File: config.mk
export PLATFORM = sky130hd
export DESIGN_NAME = branch_resolver_flat
export DESIGN_NICKNAME = d
export VERILOG_FILES = /design/src/rtl/branch_resolver_if.sv /design/src/rtl/branch_resolver.sv /design/src/flat_wrapper.sv
export SDC_FILE = /design/constraint.sdc
export NUM_CORES = 1
export LEC_CHECK = 0
export ABC_AREA = 1
export BUFFER_PORTS_ARGS = -buffer_cell sky130_fd_sc_hd__buf_4
export CELL_PAD_IN_SITES_DETAIL_PLACEMENT = 1
export CELL_PAD_IN_SITES_GLOBAL_PLACEMENT = 1
export CORE_UTILIZATION = 30
export DETAILED_ROUTE_END_ITERATION = 16
export PLACE_DENSITY_LB_ADDON = 0.25
export SYNTH_ARGS = -nofsm -noshare
export SYNTH_HDL_FRONTEND = slang
export SYNTH_SLANG_ARGS = --single-unit
File: constraint.sdc
create_clock -name clk -period 3.2 [get_ports clk]
set_input_delay 0.64 -clock clk [delete_from_list [all_inputs] [get_ports clk]]
set_output_delay 0.64 -clock clk [all_outputs]
set_load 0.005 [all_outputs]
File: src/rtl/branch_resolver_if.sv
// EX-stage branch resolution bus: branch operands in, resolved outcome,
// redirect, flush and performance counters out.
interface branch_resolver_if #(
  parameter int PC_W  = 32,
  parameter int CNT_W = 16
);
  logic [11:0]      EX_opcode;
  logic             EX_valid;
  logic [PC_W-1:0]  EX_PC;
  logic [PC_W-1:0]  EX_imm;
  logic [31:0]      EX_rs1_val;
  logic [31:0]      EX_rs2_val;
  logic             predicted_to_EX;
  logic             actual_taken;
  logic             Wrong_prediction;
  logic             PC_redirect_valid;
  logic [PC_W-1:0]  PC_redirect;
  logic             flush;
  logic             busy;
  logic [CNT_W-1:0] branch_count;
  logic [CNT_W-1:0] mispredict_count;

  modport master (
    output EX_opcode, EX_valid, EX_PC, EX_imm, EX_rs1_val, EX_rs2_val, predicted_to_EX,
    input  actual_taken, Wrong_prediction, PC_redirect_valid, PC_redirect,
           flush, busy, branch_count, mispredict_count
  );

  modport slave (
    input  EX_opcode, EX_valid, EX_PC, EX_imm, EX_rs1_val, EX_rs2_val, predicted_to_EX,
    output actual_taken, Wrong_prediction, PC_redirect_valid, PC_redirect,
           flush, busy, branch_count, mispredict_count
  );
endinterface

File: src/rtl/branch_resolver.sv
// EX-stage beq/bne resolver: flags mispredictions to the predictor, issues a
// registered redirect plus a timed front-end flush, and counts branches.
module branch_resolver #(
  parameter int          PC_W         = 32,
  parameter int          CNT_W        = 16,
  parameter int          FLUSH_CYCLES = 2,
  parameter logic [11:0] BEQ_OPCODE   = 12'h063,
  parameter logic [11:0] BNE_OPCODE   = 12'h0e3
) (
  input logic          clk,
  input logic          rst,
  branch_resolver_if.slave br
);

  typedef enum logic {IDLE = 1'b0, RECOVER = 1'b1} state_t;

  localparam logic [3:0]       FCNT_INIT = 4'(FLUSH_CYCLES - 1);
  localparam logic [CNT_W-1:0] CNT_MAX   = {CNT_W{1'b1}};
  localparam logic [CNT_W-1:0] CNT_ONE   = {{(CNT_W-1){1'b0}}, 1'b1};
  localparam logic [PC_W-1:0]  PC_STEP   = {{(PC_W-3){1'b0}}, 3'd4};

  state_t           state_r;
  logic [3:0]       fcnt_r;
  logic             redirect_valid_r;
  logic [PC_W-1:0]  redirect_r;
  logic             flush_r;
  logic             busy_r;
  logic [CNT_W-1:0] branch_cnt_r;
  logic [CNT_W-1:0] mispredict_cnt_r;

  logic             is_beq_s;
  logic             is_bne_s;
  logic             is_br_s;
  logic             operands_eq_s;
  logic             taken_s;
  logic             wrong_s;
  logic [PC_W-1:0]  target_s;

  // Resolve outcome and target; branches arriving during recovery are wrong-path and masked.
  always_comb begin
    is_beq_s      = (br.EX_opcode == BEQ_OPCODE);
    is_bne_s      = (br.EX_opcode == BNE_OPCODE);
    is_br_s       = br.EX_valid && (is_beq_s || is_bne_s) && (state_r == IDLE);
    operands_eq_s = (br.EX_rs1_val == br.EX_rs2_val);
    if (is_br_s) begin
      if (is_beq_s) begin
        taken_s = operands_eq_s;
      end else begin
        taken_s = !operands_eq_s;
      end
    end else begin
      taken_s = 1'b0;
    end
    wrong_s = is_br_s && (taken_s != br.predicted_to_EX);
    if (taken_s) begin
      target_s = br.EX_PC + br.EX_imm;
    end else begin
      target_s = br.EX_PC + PC_STEP;
    end
  end

  // Recovery FSM: one-cycle redirect pulse, flush held for FLUSH_CYCLES cycles.
  always_ff @(posedge clk or posedge rst) begin
    if (rst) begin
      state_r          <= IDLE;
      fcnt_r           <= 4'd0;
      redirect_valid_r <= 1'b0;
      redirect_r       <= {PC_W{1'b0}};
      flush_r          <= 1'b0;
      busy_r           <= 1'b0;
    end else begin
      case (state_r)
        IDLE: begin
          if (wrong_s) begin
            state_r          <= RECOVER;
            fcnt_r           <= FCNT_INIT;
            redirect_r       <= target_s;
            redirect_valid_r <= 1'b1;
            flush_r          <= 1'b1;
            busy_r           <= 1'b1;
          end else begin
            redirect_valid_r <= 1'b0;
            flush_r          <= 1'b0;
            busy_r           <= 1'b0;
          end
        end
        RECOVER: begin
          redirect_valid_r <= 1'b0;
          if (fcnt_r == 4'd0) begin
            state_r <= IDLE;
            flush_r <= 1'b0;
            busy_r  <= 1'b0;
          end else begin
            fcnt_r  <= fcnt_r - 4'd1;
            flush_r <= 1'b1;
            busy_r  <= 1'b1;
          end
        end
        default: begin
          state_r          <= IDLE;
          fcnt_r           <= 4'd0;
          redirect_valid_r <= 1'b0;
          flush_r          <= 1'b0;
          busy_r           <= 1'b0;
        end
      endcase
    end
  end

  // Saturating performance counters; a mispredict is always also a counted branch.
  always_ff @(posedge clk or posedge rst) begin
    if (rst) begin
      branch_cnt_r     <= {CNT_W{1'b0}};
      mispredict_cnt_r <= {CNT_W{1'b0}};
    end else begin
      if (is_br_s && (branch_cnt_r != CNT_MAX)) begin
        branch_cnt_r <= branch_cnt_r + CNT_ONE;
      end else begin
        branch_cnt_r <= branch_cnt_r;
      end
      if (wrong_s && (mispredict_cnt_r != CNT_MAX)) begin
        mispredict_cnt_r <= mispredict_cnt_r + CNT_ONE;
      end else begin
        mispredict_cnt_r <= mispredict_cnt_r;
      end
    end
  end

  assign br.actual_taken      = taken_s;
  assign br.Wrong_prediction  = wrong_s;
  assign br.PC_redirect_valid = redirect_valid_r;
  assign br.PC_redirect       = redirect_r;
  assign br.flush             = flush_r;
  assign br.busy              = busy_r;
  assign br.branch_count      = branch_cnt_r;
  assign br.mispredict_count  = mispredict_cnt_r;

endmodule

File: src/flat_wrapper.sv
// flat-port wrapper written by rule: the top's interface ports become plain ports
module branch_resolver_flat 
#(
  parameter int          PC_W         = 32,
  parameter int          CNT_W        = 16,
  parameter int          FLUSH_CYCLES = 2,
  parameter logic [11:0] BEQ_OPCODE   = 12'h063,
  parameter logic [11:0] BNE_OPCODE   = 12'h0e3
)
  (clk, rst, br_EX_opcode, br_EX_valid, br_EX_PC, br_EX_imm, br_EX_rs1_val, br_EX_rs2_val, br_predicted_to_EX, br_actual_taken, br_Wrong_prediction, br_PC_redirect_valid, br_PC_redirect, br_flush, br_busy, br_branch_count, br_mispredict_count);
  branch_resolver_if #(.PC_W(PC_W), .CNT_W(CNT_W)) br_i ();
  input logic clk;
  input logic rst;
  input wire logic [$bits(br_i.EX_opcode)-1:0] br_EX_opcode;
  input wire logic [$bits(br_i.EX_valid)-1:0] br_EX_valid;
  input wire logic [$bits(br_i.EX_PC)-1:0] br_EX_PC;
  input wire logic [$bits(br_i.EX_imm)-1:0] br_EX_imm;
  input wire logic [$bits(br_i.EX_rs1_val)-1:0] br_EX_rs1_val;
  input wire logic [$bits(br_i.EX_rs2_val)-1:0] br_EX_rs2_val;
  input wire logic [$bits(br_i.predicted_to_EX)-1:0] br_predicted_to_EX;
  output wire logic [$bits(br_i.actual_taken)-1:0] br_actual_taken;
  output wire logic [$bits(br_i.Wrong_prediction)-1:0] br_Wrong_prediction;
  output wire logic [$bits(br_i.PC_redirect_valid)-1:0] br_PC_redirect_valid;
  output wire logic [$bits(br_i.PC_redirect)-1:0] br_PC_redirect;
  output wire logic [$bits(br_i.flush)-1:0] br_flush;
  output wire logic [$bits(br_i.busy)-1:0] br_busy;
  output wire logic [$bits(br_i.branch_count)-1:0] br_branch_count;
  output wire logic [$bits(br_i.mispredict_count)-1:0] br_mispredict_count;
  assign br_i.EX_opcode = br_EX_opcode;
  assign br_i.EX_valid = br_EX_valid;
  assign br_i.EX_PC = br_EX_PC;
  assign br_i.EX_imm = br_EX_imm;
  assign br_i.EX_rs1_val = br_EX_rs1_val;
  assign br_i.EX_rs2_val = br_EX_rs2_val;
  assign br_i.predicted_to_EX = br_predicted_to_EX;
  assign br_actual_taken = br_i.actual_taken;
  assign br_Wrong_prediction = br_i.Wrong_prediction;
  assign br_PC_redirect_valid = br_i.PC_redirect_valid;
  assign br_PC_redirect = br_i.PC_redirect;
  assign br_flush = br_i.flush;
  assign br_busy = br_i.busy;
  assign br_branch_count = br_i.branch_count;
  assign br_mispredict_count = br_i.mispredict_count;
  branch_resolver #(.PC_W(PC_W), .CNT_W(CNT_W), .FLUSH_CYCLES(FLUSH_CYCLES), .BEQ_OPCODE(BEQ_OPCODE), .BNE_OPCODE(BNE_OPCODE)) u_core (.clk(clk), .rst(rst), .br(br_i));
endmodule
==> reports/qor.txt <==
Status: complete, no violations
Critical path buffers and inverters: 3
I/O pin count: 213
Layout overhead on the synthesized area: 31.9%
Top post-synthesis cells by area: dfrtp_1 25%, nand2_1 21%, xnor2_1 6.5%, inv_1 6.4%, ha_1 6.3%
Setup_tns: 0 ns
Unrepaired setup endpoints after global routing: false
Fillers: 3029
Gp weighted congestion: 0.911
Worst-path maximum fanout: 4
Crit. End Element: output port
Num CTS Buffers: 9
EDFF count, synth: 0
Most common cell in the netlist: nand2_1
Hold WC Path Type: input port to async pin
Slew Limit Headroom: 0.545
Sequential area share after synthesis: 0.254
Total routed wirelength: 25500 um
Dpl cell area: 8830 um2
Syn_area_per_cell: 6.34 um2
Max Cap Viol: 0
CP max stage cell: nor2_1
Yosys reg bits: 70
Maximum clock frequency: 0.361 GHz
Port bufs: 212
Largest net degree at the start of global routing: 42
Post-layout min period: 2.77 ns
Cell Chain, Critical Path: buf_4 > xnor2_1 > nand2_1 > nor2_1 > nand2_1 > nor2_1 > nand2_1 > nand2_1 > nand2_1 > nand2_1 > inv_1 > buf_4
Final Cell Area: 9120 um2
WL met3: 839 um
Final setup vio count: 0
VDD IR-drop max: 0.212 mV
Final #Nets: 1486
Wire per inst: 16.0 um
Inst Count DP: 1580
CTS Buffer Depth: 2
Most used flip-flop cell after synthesis: dfrtp_1
Area leader, netlist: dfrtp_1
Mapped Nets: 1270
Clk root buf: clkbuf_16
Final WS setup: 0.427 ns
Drt via density: 4.89
Crit path max-delay family: simple AND/OR/NAND/NOR gates
DR pass1 iterations: 7
First-pass GRT wire length: 41000 um
Synthesized instance count: 1090
Met2 wire length: 12400 um
Worst Path Arrival: 2.13 ns
Initial antenna violation count: 0
Grt total ovfl: 0
Ys async rst share: 1.00
Worst hold margin: 0.416 ns
H-tree depth: 3
Final ANT Viol Nets: 0
Unique masters post-synth: 44
Slew @ Worst Pin: 0.681 ns
Clock net sink count: 70
Power Total: 2.60 mW
Rows: 55
GRT Total Usage: 0.218
Synth warnings: 0
Crit Path Class: input port to output port
CTS clk-pin slew, worst paths: 0.05 ns
TritonCTS clock tree: done
Die height: 154 um
Leakage power: 4.82 nW
DRT iter0 DRCs: 249
Clock latency on the worst-skew pair: 0.33 ns
Layout Cells excl Fill: 1595
Skew final: 0.00509 ns
Period utilization: 0.867
Cell repeated most along the worst path: nand2_1
Vias in the first global route: 7983
Top-area cell type share of the netlist area: 0.254
CP Launch Type: input port
Final hold viol count: 0
Final Max Slew Viols: 0
Slowest stage delay, CP: 0.21 ns
HPWL after DPL: 21800 um
Layout cell share with drive strength beyond 1: 0.195
Wire length on met1: 11700 um
Die area: 23600 um2
Starting utilization of the core area: 0.305
Via count: 7794
Diode count: 0
Finished Core Util: 0.403
Cts repair resizes: 0
Residual DRC: 0
Hold Buf Count CTS: 0
Power density cells: 286 nW/um2
DR top layer: met4
DIE WIDTH: 154 um
Synth top cells by count: 389 x nand2_1, 117 x inv_1, 104 x nor2_1
Cell Area, Synth: 6910 um2
Dpl ws: 0.376 ns
Setup Buffers After CTS: 0
CP required: 2.56 ns
Core area: 22600 um2
cell families after synthesis:
| logic type | Yosys count | share of synthesized area |
|---|---|---|
| flip-flops | 70 | 0.254 |
| buffers and inverters | 132 | 0.0764 |
| XOR/XNOR | 90 | 0.114 |
| multiplexers | 2 | 0.00308 |
| AND/OR/NAND/NOR | 658 | 0.409 |
| adder cells (fa/ha/maj) | 36 | 0.0663 |
| AO/OA/AOI/OAI | 102 | 0.0771 |
path summary, 6_finish.rpt:
path                                                   to  slack [ns]                           from  cells after the start
max in group asynchronous                u_core.fcnt_r[0]        2.11                            rst                      3
max reg2reg                u_core.br.mispredict_count[13]        0.81  u_core.br.mispredict_count[0]                      8
min                             u_core.br.branch_count[8]        0.42                            rst                      2
min in group clk                u_core.br.PC_redirect[15]        0.48      u_core.br.PC_redirect[15]                      2
min reg2reg                     u_core.br.PC_redirect[15]        0.48      u_core.br.PC_redirect[15]                      2
max                                       br_actual_taken        0.43              br_EX_rs2_val[10]                     12
report_power, final:
| part | switching [mW] | total (mW) | internal (mW) |
|---|---|---|---|
| Sequential | 0.00173 | 0.890 | 0.888 |
| Clock | 0.377 | 0.976 | 0.598 |
| Combinational | 0.426 | 0.739 | 0.313 |
layer usage:
metal / track usage / up-vias
met2: 0.384 / 182
met3: 0.0262 / 36
met4: 0.0567 / 0
met5: 0 / -
li1: - / 3937
met1: 0.280 / 3639
placed cells by master, fill, tap and decap left out, types with 3 or more instances in the layout:
cell type / Yosys / routed
inv_1: 117 / 116
a21oi_1: 43 / 43
nand4_1: 27 / 27
clkbuf_16: 0 / 9
dfrtp_1: 70 / 70
nand2_1: 389 / 389
nand3_2: 5 / 5
nand3_1: 79 / 79
nor4_1: 6 / 6
buf_4: 2 / 217
nor2_1: 104 / 104
nand3b_1: 8 / 8
nor2_2: 4 / 4
clkinv_2: 1 / 3
ha_1: 35 / 35
nor3_1: 19 / 19
xor2_1: 39 / 39
nand2_2: 4 / 4
xnor2_1: 51 / 51
o21ai_0: 50 / 50
final cells by class:
class | count | area (um2) | share of cell area
clock buffer | 11 | 233 | 0.0255
timing repair buffer | 218 | 1650 | 0.181
multi-input combinational | 888 | 4630 | 0.508
sequential | 70 | 1750 | 0.192
inverter | 119 | 448 | 0.0491
tap | 285 | 357 | 0.0391
clock inverter | 4 | 48.8 | 0.00535
state kept, by name (all words and copies together) (netlist names):
name and cells:
u_core.br.PC_redirect 32, u_core.br.branch_count 16, u_core.br.mispredict_count 16, u_core.fcnt_r 4, u_core.br.PC_redirect_valid 1, u_core.br.flush 1
No activity file was read; power rests on OpenSTA's default activity.
